--- src/rtl/icache_arb.sv ---
// icache_arb: demand/prefetch arbiter that remaps requester ids onto a pool of icache request ids
package icache_arb_pkg;
  localparam int ID_W = 4;
  localparam int ADDR_W = 32;
  localparam int DATA_W = 32;
  typedef struct packed {
    logic              valid;
    logic [ID_W-1:0]   id;
    logic [ADDR_W-1:0] addr;
  } t_mem_req;
  typedef struct packed {
    logic              valid;
    logic [ID_W-1:0]   id;
    logic [DATA_W-1:0] data;
  } t_mem_rsp;
endpackage

module icache_arb
  import icache_arb_pkg::*;
#(
  parameter int MAX_OUTST = 4,
  parameter int PF_STARVE = 8
) (
  input  logic     clk,
  input  logic     reset,
  input  t_mem_req dmd_req_nnn,
  output logic     dmd_gnt_nnn,
  input  t_mem_req pf_req_nnn,
  output logic     pf_gnt_nnn,
  output t_mem_req fb_ic_req_nnn,
  input  t_mem_rsp ic_fb_rsp_nnn,
  output t_mem_rsp dmd_rsp_nnn,
  output t_mem_rsp pf_rsp_nnn,
  input  logic     flush,
  output logic     busy,
  output logic     err_sticky
);
  localparam int IW = $clog2(MAX_OUTST);
  localparam int NE = 1 << IW;
  localparam int SW = $clog2(PF_STARVE + 1);
  // Storage is rounded up to a power of two so any truncated response id indexes safely.
  logic [NE-1:0]   ent_v, ent_pf, ent_sq;
  logic [ID_W-1:0] ent_oid [NE];
  logic [SW-1:0]   starve_cnt;
  logic [IW-1:0]   alloc, rsp_idx;
  logic            any_free, pf_force, gnt, rsp_hit, rsp_ok;
  always_comb begin
    alloc = '0;
    for (int i = MAX_OUTST - 1; i >= 0; i--) alloc = ent_v[i] ? alloc : IW'(i);
  end
  assign any_free    = ~&ent_v[MAX_OUTST-1:0];
  assign pf_force    = starve_cnt == SW'(PF_STARVE);
  assign pf_gnt_nnn  = !reset && !flush && any_free && pf_req_nnn.valid && (pf_force || !dmd_req_nnn.valid);
  assign dmd_gnt_nnn = !reset && !flush && any_free && dmd_req_nnn.valid && !pf_gnt_nnn;
  assign gnt         = dmd_gnt_nnn || pf_gnt_nnn;
  assign rsp_idx     = ic_fb_rsp_nnn.id[IW-1:0];
  assign rsp_hit     = ic_fb_rsp_nnn.valid && (ic_fb_rsp_nnn.id < ID_W'(MAX_OUTST)) && ent_v[rsp_idx];
  assign rsp_ok      = rsp_hit && !ent_sq[rsp_idx] && !reset;
  assign busy        = |ent_v;
  always_comb begin
    dmd_rsp_nnn.valid = rsp_ok && !ent_pf[rsp_idx];
    dmd_rsp_nnn.id    = ent_oid[rsp_idx];
    dmd_rsp_nnn.data  = ic_fb_rsp_nnn.data;
    pf_rsp_nnn.valid  = rsp_ok && ent_pf[rsp_idx];
    pf_rsp_nnn.id     = ent_oid[rsp_idx];
    pf_rsp_nnn.data   = ic_fb_rsp_nnn.data;
  end
  always_ff @(posedge clk or posedge reset) begin
    if (reset) begin
      ent_v         <= '0;
      ent_pf        <= '0;
      ent_sq        <= '0;
      for (int i = 0; i < NE; i++) ent_oid[i] <= '0;
      starve_cnt    <= '0;
      fb_ic_req_nnn <= '0;
      err_sticky    <= 1'b0;
    end else begin
      if (flush) ent_sq <= ent_sq | ent_v;
      if (rsp_hit) ent_v[rsp_idx] <= 1'b0;
      if (ic_fb_rsp_nnn.valid && !rsp_hit) err_sticky <= 1'b1;
      if (gnt) begin
        ent_v[alloc]   <= 1'b1;
        ent_pf[alloc]  <= pf_gnt_nnn;
        ent_sq[alloc]  <= 1'b0;
        ent_oid[alloc] <= pf_gnt_nnn ? pf_req_nnn.id : dmd_req_nnn.id;
      end
      fb_ic_req_nnn <= '{valid: gnt, id: ID_W'(alloc), addr: pf_gnt_nnn ? pf_req_nnn.addr : dmd_req_nnn.addr};
      starve_cnt    <= (!pf_req_nnn.valid || pf_gnt_nnn) ? '0 :
                       (any_free && !pf_force) ? starve_cnt + 1'b1 : starve_cnt;
    end
  end
endmodule

--- config.mk ---
export PLATFORM = sky130hd
export DESIGN_NAME = icache_arb
export DESIGN_NICKNAME = d
export VERILOG_FILES = /design/src/rtl/icache_arb.sv
export SDC_FILE = /design/constraint.sdc
export NUM_CORES = 1
export LEC_CHECK = 0
export BUFFER_PORTS_ARGS = -buffer_cell sky130_fd_sc_hd__buf_2
export CAP_MARGIN = 15
export CORE_MARGIN = 3
export CORE_UTILIZATION = 43
export CTS_CLUSTER_SIZE = 28
export DETAILED_ROUTE_END_ITERATION = 10
export PLACE_DENSITY_LB_ADDON = 0.25
export SLEW_MARGIN = 25
export SYNTH_ARGS = -nofsm -noshare
export SYNTH_HDL_FRONTEND = slang
export SYNTH_SLANG_ARGS = --single-unit
--- constraint.sdc ---
create_clock -name clk -period 2.4 [get_ports clk]
set_input_delay 0.12 -clock clk [delete_from_list [all_inputs] [get_ports clk]]
set_output_delay 0.12 -clock clk [all_outputs]
set_load 0.1 [all_outputs]
Word level (Yosys, flattened, before mapping)
Index checks and enable logic that the tools add are counted.
{"block": "op_classes", "addsub": 1, "order_cmp": 8, "n_eq_ne": 1, "n_mux": 29, "bitwise_logic": 8, "reduce_logical": 33}
{"cell": "$mux W4", "n": 10}
{"cell": "$mux W32", "n": 1}
{"cell": "$logic_and A1 B1 Y1", "n": 17}
{"cell": "$bwmux W16", "n": 1}
{"cell": "$logic_not A1 Y1", "n": 10}
{"cell": "$and A4 B4 Y4", "n": 2}
{"cell": "$bmux W4 S2", "n": 1}
{"cell": "$demux W4 S2", "n": 1}
{"cell": "$mux W2", "n": 4}
{"cell": "$not A4 Y4", "n": 2}
{"cell": "$or A4 B4 Y4", "n": 2}
{"cell": "$bmux W1 S2", "n": 3}
{"cell": "$ge A3 B3 Y1 const B", "n": 2}
{"cell": "$lt A2 B3 Y1 const B", "n": 2}
{"cell": "$not A2 Y3", "n": 2}
{"cell": "$mux W1", "n": 5}
{"cell": "$add A4 B1 Y4 const B", "n": 1}
{"cell": "$bwmux W4", "n": 1}
{"cell": "$demux W1 S2", "n": 2}
{"cell": "$eq A4 B4 Y1 const B", "n": 1}
{"cell": "$ge A2 B1 Y1 const B", "n": 2}
{"cell": "$lt A4 B3 Y1 const B", "n": 1}
{"cell": "$reduce_and A4 Y1", "n": 1}
{"cell": "$reduce_or A4 Y1", "n": 1}
{"cell": "3 further kinds", "n": 5}
{"block": "totals", "register_bits": 68, "inputBits": 114, "output_inout_bits": 115, "wordCells": 92}

Longest topological paths before layout
Gate-level depths: netlist of the first run.
{"block": "depth", "depth_word": 11, "mapped_depth": 8, "ltp_nobuf": 6}

Least setup slack after synthesis of the first run
No wires, ideal clock.
{"block": "synth_path", "path_type": "reg-to-output", "start": "register ent_sq[0]", "end": "output port pf_rsp_nnn[36] (netlist name)", "t_arrival_ns": 3.974, "required_ns": 2.280, "setup_slack_ns": -1.694, "path_stages_with_launch": 3, "n_path_buf": 0, "path_cell_list": "dfrtp_1 > mux4_2 > nor4b_1"}
{"element": "start: declaration", "line_no": "42", "rtl": "logic [NE-1:0] ent_v, ent_pf, ent_sq;"}
{"element": "start signal: assignment", "line_no": "78", "rtl": "if (flush) ent_sq <= ent_sq | ent_v;"}
{"element": "end: declaration", "line_no": "33", "rtl": "output t_mem_rsp pf_rsp_nnn,"}

Worst setup path after layout of the first run
{"block": "layout_path", "start": "register starve_cnt[0]", "end": "output port pf_gnt_nnn"}
{"block": "layout_via", "elab_chain_cells": 3}
{"element": "start: declaration", "line_no": "44", "rtl": "logic [SW-1:0] starve_cnt;"}
{"element": "start signal: assignment", "line_no": "88", "rtl": "starve_cnt <= (!pf_req_nnn.valid || pf_gnt_nnn) ? '0 :"}
{"element": "$eq A4 B4 Y1", "line_no": "52", "rtl": "assign pf_force = starve_cnt == SW'(PF_STARVE);"}
{"element": "$logic_or A1 B1 Y1", "line_no": "53", "rtl": "assign pf_gnt_nnn = !reset && !flush && any_free && pf_req_nnn.valid && (pf_force || !dmd_req_nnn.valid);"}
{"element": "$logic_and A1 B1 Y1", "line_no": "53"}
{"element": "end: declaration", "line_no": "29", "rtl": "output logic pf_gnt_nnn,"}
No other way between the ends.

==> results of run 1 <==
[critical path: cells and delay by family (launching register included)]
kind | cells | cell delay, ps
buf+inv | 4 | 820
flops | 1 | 400
fa+ha+maj | 1 | 150
simple gates | 1 | 240
compound gates | 1 | 200
[layout by cell type (no fill, tap or decap), drive strengths merged, types with 3 or more instances in the layout]
cell         instances
mux4                 7
nor2                16
nand2b               3
a21oi                9
dfrtp               68
buf                133
clkbuf              12
dlygate4sd3         59
a21o                 3
inv                  8
o21ai                4
mux2                50
nand2                6
[sequential cells by signal (all words and copies together), names as in the netlist]
| signal | flops |
|---|---|
| ent_pf | 4 |
| err_sticky | 1 |
| starve_cnt | 4 |
| ent_oid | 16 |
| ent_sq | 4 |
| fb_ic_req_nnn | 35 |
| ent_v | 4 |
[cells by family (layout without fill, tap and decap cells)]
logic type	Yosys count	in the layout	synth area share
AOI/OAI and AO/OA	21	21	0.0404
xor gates and xnor gates	3	3	0.00713
adders and majority gates	2	2	0.00679
buffers and inverters	87	217	0.184
DFF	68	68	0.462
muxes	59	59	0.227
other	1	2	0.00102
and+or+nand+nor	42	42	0.0716
[cell type report]
cell class,instances,share of cell area
tap,105,0.0278
inverter,8,0.00689
clock inverter,5,0.0178
sequential,68,0.360
multi-input combinational,129,0.281
timing repair buffer,193,0.274
clock buffer,11,0.0321
[synth_stat cells, types with 2 or more instances]
cell type / n / area [um^2]
sky130_fd_sc_hd__buf_4: 71 / 533
sky130_fd_sc_hd__dfrtp_1: 68 / 1700
sky130_fd_sc_hd__mux2_4: 26 / 390
sky130_fd_sc_hd__mux2_2: 24 / 270
sky130_fd_sc_hd__nor2_1: 15 / 56.3
sky130_fd_sc_hd__a21oi_1: 9 / 45.0
sky130_fd_sc_hd__inv_1: 7 / 26.3
sky130_fd_sc_hd__mux4_2: 7 / 158
sky130_fd_sc_hd__nand2_1: 5 / 18.8
sky130_fd_sc_hd__buf_12: 4 / 80.1
sky130_fd_sc_hd__a21o_1: 3 / 22.5
sky130_fd_sc_hd__nand2b_1: 3 / 18.8
sky130_fd_sc_hd__o21ai_0: 3 / 15.0
sky130_fd_sc_hd__buf_2: 2 / 10.0
sky130_fd_sc_hd__buf_6: 2 / 22.5
sky130_fd_sc_hd__ha_1: 2 / 25.0
sky130_fd_sc_hd__mux2i_1: 2 / 20.0
sky130_fd_sc_hd__nand3b_1: 2 / 15.0
sky130_fd_sc_hd__nor3b_1: 2 / 15.0
sky130_fd_sc_hd__nor4b_1: 2 / 17.5
sky130_fd_sc_hd__xor2_1: 2 / 17.5
[per-stage QoR]
| stage | utilization | setup slack (ps) | total power, uW | TNS [ps] |
|---|---|---|---|---|
| floorplan | - | -343 | 3720 | -659 |
| global placement | 0.471 | 372 | 3430 | 0 |
| detailed placement | 0.471 | 287 | 3450 | 0 |
| CTS | 0.571 | 68.0 | 4630 | 0 |
| global route | 0.572 | 0.667 | 4820 | 0 |
| finish | 0.572 | 135 | 4600 | 0 |
[repair_timing]
| action | in CTS | in global routing |
|---|---|---|
| endpoints found under the hold margin | 98 | 0 |
| hold buffers | 59 | 0 |
| setup endpoints to repair | 1 | 2 |
| gates resized for setup | 1 | 2 |
[metal layers]
layer	up-vias	share of wire
li1	1143	-
met1	1210	0.39
met2	119	0.49
met3	16	0.095
met4	0	0.023
met5	-	0
[report_power, final]
part           internal, uW  switching (uW)  total [uW]
logic                   548            1350        1900
clock network           643             450        1090
registers              1420             187        1610
total                  2610            1990        4600
[path summary, 6_finish.rpt]
kind | startpoint | endpoint | slack (ps) | depth (start not counted)
hold / removal | dmd_req_nnn[12] | fb_ic_req_nnn[12] | 10 | 2
hold reg to reg | err_sticky | err_sticky | 460 | 1
setup / recovery | starve_cnt[0] | pf_gnt_nnn | 140 | 7
min in group asynchronous | reset | fb_ic_req_nnn[33] | 430 | 4
max in group asynchronous | reset | ent_oid[4] | 1650 | 4
setup reg to reg | starve_cnt[0] | ent_oid[6] | 280 | 7
==> impl_results.rst, run 1 <==
.. list-table::
   :header-rows: 1

   * - Metric
     - Value
   * - Final nets
     - 525
   * - Total power per unit cell area
     - 974 mW/mm^2
   * - Number of flops mapped to enable cells by yosys
     - 0
   * - Root buf cell
     - sky130_fd_sc_hd__clkbuf_8
   * - CTS tree
     - built
   * - Kind of end point of the critical path
     - primary output
   * - Sequential cell area
     - 0.00170 mm^2
   * - Final Max Slew Viols
     - 0
   * - Wire length per cell
     - 15.9 um
   * - Mean number of vias per cell
     - 4.79
   * - Crit-path slowest cell
     - sky130_fd_sc_hd__buf_2
   * - Synth async-reset ratio
     - 1.00
   * - Cells traversed along the worst timing path
     - inv_1, ha_1, and3b_2, o2111ai_4, buf_8, inv_4, buf_2
   * - Instance area after placement
     - 0.00389 mm^2
   * - Mean instance size in the synthesized netlist
     - 13.0 um^2
   * - Most used routing layer
     - met2
   * - Grt ovf
     - 0
   * - Mapped Cells
     - 283
   * - Worst EP arrival
     - 2140 ps
   * - Unrepaired setup endpoints after global routing
     - false
   * - Part of the Yosys area used for sequential elements
     - 0.462
   * - Vias in the first global route
     - 2878
   * - Worst-margin pin slew
     - 585 ps
   * - CP Class
     - reg2out
   * - Maximum capacitance violations
     - 0
   * - Worst VDD drop
     - 0.661 mV
   * - Relative area change from synthesis to final layout
     - 28.1%
   * - Max-slew headroom at the worst pin
     - 0.607
   * - Met2 usage in global routing
     - 0.302
   * - Number of cells after detailed placement
     - 444
   * - Post-CTS Setup Repair Bufs
     - 0
   * - Highest achievable clock rate
     - 0.442 GHz
   * - Number of buffers inserted during clock tree synthesis
     - 9
   * - Critical Path Source Type
     - flip-flop
   * - Antenna diodes
     - 0
   * - Largest net degree at the start of global routing
     - 69
   * - Detailed-route via count
     - 2488
   * - Initial Util
     - 0.446
   * - Crit path largest cell delay
     - 420 ps
   * - Overall track demand over capacity in global routing
     - 0.180
   * - Worst-path clk slew
     - 80 ps
   * - Port buffer count
     - 130
   * - Total half-perimeter wirelength after legalization and detailed placement
     - 5290 um
   * - Time the final worst path needs with I/O delays and setup
     - 2260 ps
   * - Antenna viol nets, final
     - 0
   * - DRT Pass-1 Iters
     - 5
   * - Final standard cell count with taps included and fillers excluded
     - 519
   * - Worst clock skew
     - 10.2 ps
   * - Clock latency reported for the late side of the worst-skew pair
     - 350 ps
   * - Placeable Area
     - 0.00826 mm^2
   * - Vertical extent of the die
     - 98.6 um
   * - Predominant post-synthesis flop cell
     - sky130_fd_sc_hd__dfrtp_1
   * - Number of storage elements in the synthesis netlist
     - 68
   * - Floorplan die width
     - 98.6 um
   * - Die outline area
     - 0.00972 mm^2
   * - Final hold violation count
     - 0
   * - Setup violators final
     - 0
   * - Final RePlAce weighted congestion
     - 0.781
   * - Met3 GRT Util
     - 0.0658
   * - Filler instances
     - 660
   * - GR Layer Usage met1
     - 0.203
   * - Initial drt markers
     - 55
   * - Number of DRC violations after detailed routing
     - 0
   * - H-tree depth reported by CTS
     - 3
   * - Multi-input gate area in the final layout
     - 0.00133 mm^2
   * - Global-route wire length before repair
     - 13800 um
   * - Minimum hold slack
     - 12.3 ps
   * - Number of clock sinks
     - 68
   * - Largest fanout on the critical path
     - 17
   * - Run status
     - finished, final reports clean
   * - I/O pin total
     - 229
   * - Total routed wirelength
     - 8230 um
   * - Row cnt
     - 33
   * - Cell area after synthesis
     - 0.00369 mm^2
   * - Number of distinct library cells after synthesis
     - 43
   * - Share of post-route cells with drive strength above 1
     - 0.536
   * - Initial antenna violation count
     - 0
   * - Synth warn
     - 0
   * - Final period utilization
     - 0.944
   * - Lkg Pwr
     - 0.00230 uW
   * - Path category of the worst min-delay check
     - in2reg
   * - Clk buf depth
     - 2
   * - Required time at the worst-slack endpoint
     - 2280 ps
   * - Design area
     - 0.00472 mm^2
Power figures use the tool's default switching activity.
==> run 2, diff against run 1 <==
--- a/config.mk
+++ b/config.mk
@@ -11,6 +11,7 @@
 export CORE_UTILIZATION = 43
 export CTS_CLUSTER_SIZE = 28
 export DETAILED_ROUTE_END_ITERATION = 10
+export HOLD_SLACK_MARGIN = 0.05
 export PLACE_DENSITY_LB_ADDON = 0.25
 export SLEW_MARGIN = 25
 export SYNTH_ARGS = -nofsm -noshare
==> run 2 against run 1 <==
Effect of this change:
- first-iteration DRC count down 7.3%
- sequential power barely moved
- highest routed layer unchanged
- critical path depth unchanged
- flip-flop and latch count unchanged
- clock power about the same
- die area stayed put
- hold slack improved by 85 ps
- maximum frequency shrank 0.23%
- clock skew decreased by 1.1 ps
==> impl_results.rst, run 2 (same netlist as run 1, synthesis figures left out) <==
.. list-table::
   :header-rows: 1

   * - Metric
     - Value
   * - Antenna diodes
     - 0 (unchanged)
   * - Final RePlAce weighted congestion
     - 0.781 (unchanged)
   * - Max-slew headroom at the worst pin
     - 0.610 (was 0.607)
   * - CTS tree
     - built (unchanged)
   * - Relative area change from synthesis to final layout
     - 30.0% (was 28.1%)
   * - Worst slack after detailed placement
     - 287 ps (unchanged)
   * - Grt ovf
     - 0 (unchanged)
   * - Initial antenna violation count
     - 0 (unchanged)
   * - CP Class
     - reg2out (unchanged)
   * - Floorplan die width
     - 98.6 um (unchanged)
   * - Mean number of vias per cell
     - 4.83 (was 4.79)
   * - Crit path largest cell delay
     - 420 ps (about the same)
   * - Share of post-route cells with drive strength above 1
     - 0.527 (was 0.536)
   * - Root buf cell
     - sky130_fd_sc_hd__clkbuf_8 (unchanged)
   * - Regs by FF count
     - fb_ic_req_nnn x35, ent_oid x16 (unchanged)
   * - Vertical extent of the die
     - 98.6 um (unchanged)
   * - Clk buf depth
     - 2 (unchanged)
   * - Beginning of the worst hold path
     - pf_req_nnn[34] (was dmd_req_nnn[12])
   * - Placeable Area
     - 0.00826 mm^2 (unchanged)
   * - Max FFs per register
     - 35 (unchanged)
   * - Commonest cells after routing, fill and taps aside
     - sky130_fd_sc_hd__buf_2 (129), sky130_fd_sc_hd__dfrtp_1 (68), sky130_fd_sc_hd__dlygate4sd3_1 (66) (was sky130_fd_sc_hd__buf_2 (129), sky130_fd_sc_hd__dfrtp_1 (68), sky130_fd_sc_hd__dlygate4sd3_1 (59))
   * - Instance area after placement
     - 0.00389 mm^2 (unchanged)
   * - Cells traversed along the worst timing path
     - inv_1, ha_1, and3b_2, o2111ai_4, buf_8, inv_4, buf_2 (unchanged)
   * - Beginning of the critical path
     - starve_cnt[0] (unchanged)
   * - Number of clock sinks
     - 68 (unchanged)
   * - Critical Path Source Type
     - flip-flop (unchanged)
   * - Worst clock skew
     - 9.14 ps (was 10.2 ps)
   * - Sum of buffers and inverters on the critical path
     - 4 (unchanged)
   * - Largest Register
     - fb_ic_req_nnn (unchanged)
   * - Final Max Slew Viols
     - 0 (unchanged)
   * - Clock latency reported for the late side of the worst-skew pair
     - 350 ps (about the same)
   * - H-tree depth reported by CTS
     - 3 (unchanged)
   * - Wire length per cell
     - 16.1 um (was 15.9 um)
   * - Design area
     - 0.00479 mm^2 (was 0.00472 mm^2)
   * - Worst VDD drop
     - 0.557 mV (was 0.661 mV)
   * - Required time at the worst-slack endpoint
     - 2280 ps (about the same)
   * - Final hold violation count
     - 0 (unchanged)
   * - Filler instances
     - 654 (was 660)
   * - Crit path max-delay family
     - buffers and inverters (unchanged)
   * - Initial drt markers
     - 51 (was 55)
   * - Worst EP arrival
     - 2150 ps (was 2140 ps)
   * - Worst-path clk slew
     - 70 ps (was 80 ps)
   * - Run status
     - finished, final reports clean (unchanged)
   * - Detailed-route via count
     - 2541 (was 2488)
   * - Highest achievable clock rate
     - 0.441 GHz (was 0.442 GHz)
   * - Reg-to-reg startpoint
     - starve_cnt[0] (unchanged)
   * - Final nets
     - 532 (was 525)
   * - Final period utilization
     - 0.946 (was 0.944)
   * - Port buffer count
     - 130 (unchanged)
   * - Path category of the worst min-delay check
     - in2reg (unchanged)
   * - Unrepaired setup endpoints after global routing
     - false (unchanged)
   * - Total power per unit cell area
     - 961 mW/mm^2 (was 974 mW/mm^2)
   * - Lkg Pwr
     - 0.00232 uW (was 0.00230 uW)
   * - Antenna viol nets, final
     - 0 (unchanged)
   * - Smallest setup slack after layout
     - 130 ps (was 135 ps)
   * - Initial Util
     - 0.446 (unchanged)
   * - Most common cell after layout, fill and taps aside
     - sky130_fd_sc_hd__buf_2 (unchanged)
   * - Kind of end point of the critical path
     - primary output (unchanged)
   * - Overall track demand over capacity in global routing
     - 0.185 (was 0.180)
   * - Global-route wire length before repair
     - 14200 um (was 13800 um)
   * - Crit-path slowest cell
     - sky130_fd_sc_hd__buf_2 (unchanged)
   * - Maximum capacitance violations
     - 0 (unchanged)
   * - Row cnt
     - 33 (unchanged)
   * - Overall power
     - 4600 uW (about the same)
   * - DRT Pass-1 Iters
     - 5 (unchanged)
   * - Time the final worst path needs with I/O delays and setup
     - 2270 ps (was 2260 ps)
   * - Number of buffers inserted during clock tree synthesis
     - 9 (unchanged)
   * - Largest fanout on the critical path
     - 17 (unchanged)
   * - Post-CTS Setup Repair Bufs
     - 0 (unchanged)
   * - Vias in the first global route
     - 2915 (was 2878)
   * - Setup Total Neg Slack
     - 0 ps (unchanged)
   * - Largest net degree at the start of global routing
     - 69 (unchanged)
   * - Total half-perimeter wirelength after legalization and detailed placement
     - 5290 um (unchanged)
   * - Setup violators final
     - 0 (unchanged)
   * - I/O pin total
     - 229 (unchanged)
   * - Die outline area
     - 0.00972 mm^2 (unchanged)
   * - Total routed wirelength
     - 8450 um (was 8230 um)
   * - Worst-margin pin slew
     - 580 ps (was 585 ps)
   * - Number of DRC violations after detailed routing
     - 0 (unchanged)
[run 2: layout make-up]
| type | count | area (um^2) | area share |
|---|---|---|---|
| flip-flops and latches | 68 | 1700 | 0.355 |
| repair buffers | 200 | 1360 | 0.285 |
| multi-input cells | 129 | 1330 | 0.277 |
| clock buffers | 11 | 151 | 0.0316 |
| well taps | 105 | 131 | 0.0274 |
| clock inverters | 5 | 83.8 | 0.0175 |
| inverters | 8 | 32.5 | 0.00679 |
[run 2: worst reg2reg max path: cells and delay by family (launching register included)]
kind | cells | cell delay, ps
buffers and inverters | 2 | 480
AOI/OAI and AO/OA | 2 | 420
DFF | 1 | 370
muxes | 1 | 280
and+or+nand+nor | 1 | 240
adders and majority gates | 1 | 190
[run 2: through the flow]
| stage | std cells | utilization | hold slack, ps |
|---|---|---|---|
| after global routing | 526 | 0.580 | 123 |
| final | 526 | 0.580 | 96.9 |
| after detailed placement | 444 | 0.471 | 241 |
| after global placement | 444 | 0.471 | 241 |
| after floorplan | 284 | - | 237 |
| after CTS | 526 | 0.580 | 82.0 |
[run 2: where the power goes]
part           internal [uW]  total, uW  switching, uW
clock                    643       1090            451
sequential              1420       1610            188
combinational            555       1900           1350
[run 2: metal layers]
layer / global-route usage / vias up / part of all wire
met2: 0.304 / 123 / 0.48
li1: - / 1158 / -
met5: 0 / - / 0
met4: 0.0945 / 0 / 0.033
met1: 0.213 / 1238 / 0.39
met3: 0.0672 / 22 / 0.091
[run 2: final timing paths]
kind / end / slack, ps / depth (start not counted)
max: pf_gnt_nnn / 130 / 7
min: ent_oid[2] / 100 / 3
max reg2reg: ent_oid[6] / 270 / 7
min reg2reg: err_sticky / 460 / 1
max in group asynchronous: ent_oid[14] / 1650 / 4
min in group asynchronous: fb_ic_req_nnn[33] / 430 / 4
[run 2: what timing repair did]
item                                   in CTS  in global routing
resized for setup                           1                  2
gates cloned                                0                  0
hold buffers                               66                  0
setup endpoints to repair                   1                  2
endpoints found under the hold margin     101                  0
==> run 3, diff against run 2 <==
--- a/config.mk
+++ b/config.mk
@@ -5,8 +5,9 @@
 export SDC_FILE = /design/constraint.sdc
 export NUM_CORES = 1
 export LEC_CHECK = 0
+export ABC_AREA = 1
 export BUFFER_PORTS_ARGS = -buffer_cell sky130_fd_sc_hd__buf_2
-export CAP_MARGIN = 15
+export CAP_MARGIN = 10
 export CORE_MARGIN = 3
 export CORE_UTILIZATION = 43
 export CTS_CLUSTER_SIZE = 28
==> run 3 against run 2 <==
Effect of this change:
- cell area grew 0.73%
- power increased by 6.3%
- count of clock-buffer cells in the layout did not move
- clock skew decreased by 2.3 ps
- area after synthesis is 0.75% higher
- maximum frequency is 3.4% higher
- routed wire length increased by 23%
- largest power group unchanged
- sequential share of layout area is 0.26 points lower
- sequential power about the same
- synthesized cell count is 60% higher
- critical path depth is 3 higher
==> impl_results.rst, run 3 <==
.. list-table::
   :header-rows: 1

   * - Metric
     - Value
   * - Number of DRC violations after detailed routing
     - 0 (unchanged)
   * - Number of cells after detailed placement
     - 612 (was 444)
   * - Number of distinct library cells after synthesis
     - 28 (was 43)
   * - Clock latency reported for the late side of the worst-skew pair
     - 350 ps (about the same)
   * - Post-CTS Setup Repair Bufs
     - 0 (unchanged)
   * - CTS tree
     - built (unchanged)
   * - Routed wire length on met3
     - 1100 um (was 772 um)
   * - Share of post-route cells with drive strength above 1
     - 0.281 (was 0.527)
   * - Critical Path Source Type
     - flip-flop (unchanged)
   * - Largest net degree at the start of global routing
     - 69 (unchanged)
   * - Largest Register
     - fb_ic_req_nnn (unchanged)
   * - Run status
     - finished, final reports clean (unchanged)
   * - Initial drt markers
     - 169 (was 51)
   * - Path category of the worst min-delay check
     - in2async (was in2reg)
   * - Top cell type by total area after synthesis
     - sky130_fd_sc_hd__dfrtp_1 (unchanged)
   * - Global-route wire length before repair
     - 16700 um (was 14200 um)
   * - Minimum hold slack
     - 79.0 ps (was 96.9 ps)
   * - Mean number of vias per cell
     - 4.85 (was 4.83)
   * - Share of the synthesized area in the top cell type
     - 0.458 (was 0.462)
   * - Synth async-reset ratio
     - 1.00 (unchanged)
   * - Grt ovf
     - 0 (unchanged)
   * - Final standard cell count with taps included and fillers excluded
     - 692 (was 526)
   * - Commonest cells after routing, fill and taps aside
     - sky130_fd_sc_hd__nand2_1 (153), sky130_fd_sc_hd__buf_2 (129), sky130_fd_sc_hd__dfrtp_1 (68) (was sky130_fd_sc_hd__buf_2 (129), sky130_fd_sc_hd__dfrtp_1 (68), sky130_fd_sc_hd__dlygate4sd3_1 (66))
   * - Row cnt
     - 33 (unchanged)
   * - Top routing layer used
     - met4 (unchanged)
   * - Wire length per cell
     - 15.1 um (was 16.1 um)
   * - Synth warn
     - 0 (unchanged)
   * - Commonest cells post-synth
     - sky130_fd_sc_hd__nand2_1 (154), sky130_fd_sc_hd__buf_4 (72), sky130_fd_sc_hd__dfrtp_1 (68), sky130_fd_sc_hd__inv_1 (35), sky130_fd_sc_hd__nand3_1 (28) (was sky130_fd_sc_hd__buf_4 (71), sky130_fd_sc_hd__dfrtp_1 (68), sky130_fd_sc_hd__mux2_4 (26), sky130_fd_sc_hd__mux2_2 (24), sky130_fd_sc_hd__nor2_1 (15))
   * - Total half-perimeter wirelength after legalization and detailed placement
     - 6920 um (was 5290 um)
   * - Worst-path clk slew
     - 70 ps (about the same)
   * - Number of flops mapped to enable cells by yosys
     - 0 (unchanged)
   * - Overall power
     - 4890 uW (was 4600 uW)
   * - H-tree depth reported by CTS
     - 3 (unchanged)
   * - Predominant post-synthesis flop cell
     - sky130_fd_sc_hd__dfrtp_1 (unchanged)
   * - Clk buf depth
     - 2 (unchanged)
   * - Setup violators final
     - 0 (unchanged)
   * - Lkg Pwr
     - 0.00261 uW (was 0.00232 uW)
   * - Part of the Yosys area used for sequential elements
     - 0.458 (was 0.462)
   * - Required time at the worst-slack endpoint
     - 2690 ps (was 2280 ps)
   * - Leading cell type by number of instances after synthesis
     - sky130_fd_sc_hd__nand2_1 (was sky130_fd_sc_hd__buf_4)
   * - Smallest setup slack after layout
     - 205 ps (was 130 ps)
   * - Kind of end point of the critical path
     - flip-flop (was primary output)
   * - Overall track demand over capacity in global routing
     - 0.219 (was 0.185)
   * - Floorplan die width
     - 98.9 um (was 98.6 um)
   * - Most common cell after layout, fill and taps aside
     - sky130_fd_sc_hd__nand2_1 (was sky130_fd_sc_hd__buf_2)
   * - Routed metal-1 wire length
     - 3900 um (was 3300 um)
   * - Number of clock sinks
     - 68 (unchanged)
   * - Regs by FF count
     - fb_ic_req_nnn x35, ent_oid x16 (unchanged)
   * - Worst EP arrival
     - 2480 ps (was 2150 ps)
   * - Antenna viol nets, final
     - 0 (unchanged)
   * - Mapped Cells
     - 452 (was 283)
   * - Root buf cell
     - sky130_fd_sc_hd__clkbuf_8 (unchanged)
   * - Dominant cells by area after synthesis
     - sky130_fd_sc_hd__dfrtp_1 (46%), sky130_fd_sc_hd__nand2_1 (16%), sky130_fd_sc_hd__buf_4 (15%), sky130_fd_sc_hd__nand3_1 (3.8%), sky130_fd_sc_hd__inv_1 (3.5%) (was sky130_fd_sc_hd__dfrtp_1 (46%), sky130_fd_sc_hd__buf_4 (14%), sky130_fd_sc_hd__mux2_4 (11%), sky130_fd_sc_hd__mux2_2 (7.3%), sky130_fd_sc_hd__mux4_2 (4.3%))
   * - Vertical extent of the die
     - 98.9 um (was 98.6 um)
   * - Mean instance size in the synthesized netlist
     - 8.22 um^2 (was 13.0 um^2)
   * - Final period utilization
     - 0.915 (was 0.946)
   * - Detailed-route via count
     - 3356 (was 2541)
   * - Multi-input gate area in the final layout
     - 0.00126 mm^2 (was 0.00133 mm^2)
   * - Initial Util
     - 0.447 (was 0.446)
   * - Sequential cell area
     - 0.00170 mm^2 (unchanged)
   * - DRT Pass-1 Iters
     - 4 (was 5)
   * - Cell area after synthesis
     - 0.00371 mm^2 (was 0.00369 mm^2)
   * - Worst VDD drop
     - 0.433 mV (was 0.557 mV)
   * - Time the final worst path needs with I/O delays and setup
     - 2200 ps (was 2270 ps)
   * - Maximum capacitance violations
     - 0 (unchanged)
   * - Max-slew headroom at the worst pin
     - 0.424 (was 0.610)
   * - Max FFs per register
     - 35 (unchanged)
   * - Largest fanout on the critical path
     - 21 (was 17)
   * - Filler instances
     - 747 (was 654)
   * - Initial antenna violation count
     - 0 (unchanged)
   * - Worst-margin pin slew
     - 864 ps (was 580 ps)
   * - CP Class
     - reg2reg (was reg2out)
   * - Total routed wirelength
     - 10400 um (was 8450 um)
   * - Highest achievable clock rate
     - 0.456 GHz (was 0.441 GHz)
   * - Total power per unit cell area
     - 1010 mW/mm^2 (was 961 mW/mm^2)
   * - Vias in the first global route
     - 3441 (was 2915)
   * - Port buffer count
     - 130 (unchanged)
   * - Final RePlAce weighted congestion
     - 0.815 (was 0.781)
   * - Worst clock skew
     - 6.81 ps (was 9.14 ps)
   * - Final nets
     - 699 (was 532)
   * - Relative area change from synthesis to final layout
     - 30.0% (about the same)
   * - Placeable Area
     - 0.00830 mm^2 (was 0.00826 mm^2)
   * - Final hold violation count
     - 0 (unchanged)
   * - Antenna diodes
     - 0 (unchanged)
   * - I/O pin total
     - 229 (unchanged)
   * - Worst slack after detailed placement
     - 451 ps (was 287 ps)
   * - Detail Route met2 WL
     - 5130 um (was 4090 um)
   * - Design area
     - 0.00483 mm^2 (was 0.00479 mm^2)
   * - Die outline area
     - 0.00979 mm^2 (was 0.00972 mm^2)
   * - Final Max Slew Viols
     - 0 (unchanged)
   * - Number of storage elements in the synthesis netlist
     - 68 (unchanged)
   * - Unrepaired setup endpoints after global routing
     - false (unchanged)
   * - Instance area after placement
     - 0.00394 mm^2 (was 0.00389 mm^2)
   * - Number of buffers inserted during clock tree synthesis
     - 9 (unchanged)
## run 3: timing repair
action | CTS | global route
hold endpoints to repair | 33 | 0
endpoints found under the setup margin | 0 | 16
gates resized for setup | 0 | 6
hold buffers | 65 | 0
## run 3: final cells by class
type,count,area share
sequential,68,0.353
multi-input combinational,267,0.261
clock inverter,4,0.0150
tap,105,0.0272
inverter,37,0.0306
clock buffer,11,0.0314
timing repair buffer,200,0.282
## run 3: cell families after synthesis
kind of cell / Yosys count / synth area share
DFF: 68 / 0.458
and+or+nand+nor: 222 / 0.262
AOI/OAI and AO/OA: 38 / 0.0603
xor gates and xnor gates: 3 / 0.00708
adders and majority gates: 2 / 0.00674
other: 1 / 0.00101
buffers and inverters: 118 / 0.205
## run 3: worst max-delay path, cell delays in order, from the launching register on
cell                            delay [ps]
sky130_fd_sc_hd__dfrtp_1               420
sky130_fd_sc_hd__inv_1                  70
sky130_fd_sc_hd__ha_1                  130
sky130_fd_sc_hd__nand3_1               140
sky130_fd_sc_hd__nand2_2               140
sky130_fd_sc_hd__nand3_2               140
sky130_fd_sc_hd__inv_6                 170
sky130_fd_sc_hd__buf_6                 220
sky130_fd_sc_hd__nand2_1                70
sky130_fd_sc_hd__nand2_1                70
sky130_fd_sc_hd__dlygate4sd3_1         550
## run 3: worst paths after layout
path	slack (ps)	cells after the start	from	endpoint
max	200	10	starve_cnt[0]	fb_ic_req_nnn[15]
min	80	3	reset	ent_v[1]
max reg2reg	200	10	starve_cnt[0]	fb_ic_req_nnn[15]
min reg2reg	460	1	err_sticky	err_sticky
max in group asynchronous	1760	3	reset	ent_pf[0]
min in group clk	120	3	flush	ent_sq[2]
## run 3: metrics by stage
stage / TNS (ps) / utilization
after global placement: 0 / 0.474
after detailed placement: 0 / 0.474
after CTS: 0 / 0.580
after floorplan: -279 / -
after global routing: 0 / 0.582
final: 0 / 0.582
## run 3: where the power goes
part	switching [uW]	internal (uW)
registers	184	1450
logic	1670	515
clock network	443	634
total	2300	2600
## run 3: routing by layer
| layer | global-route usage | up-vias |
|---|---|---|
| met1 | 0.250 | 1543 |
| li1 | - | 1595 |
| met3 | 0.0892 | 26 |
| met5 | 0 | - |
| met2 | 0.362 | 192 |
| met4 | 0.0956 | 0 |
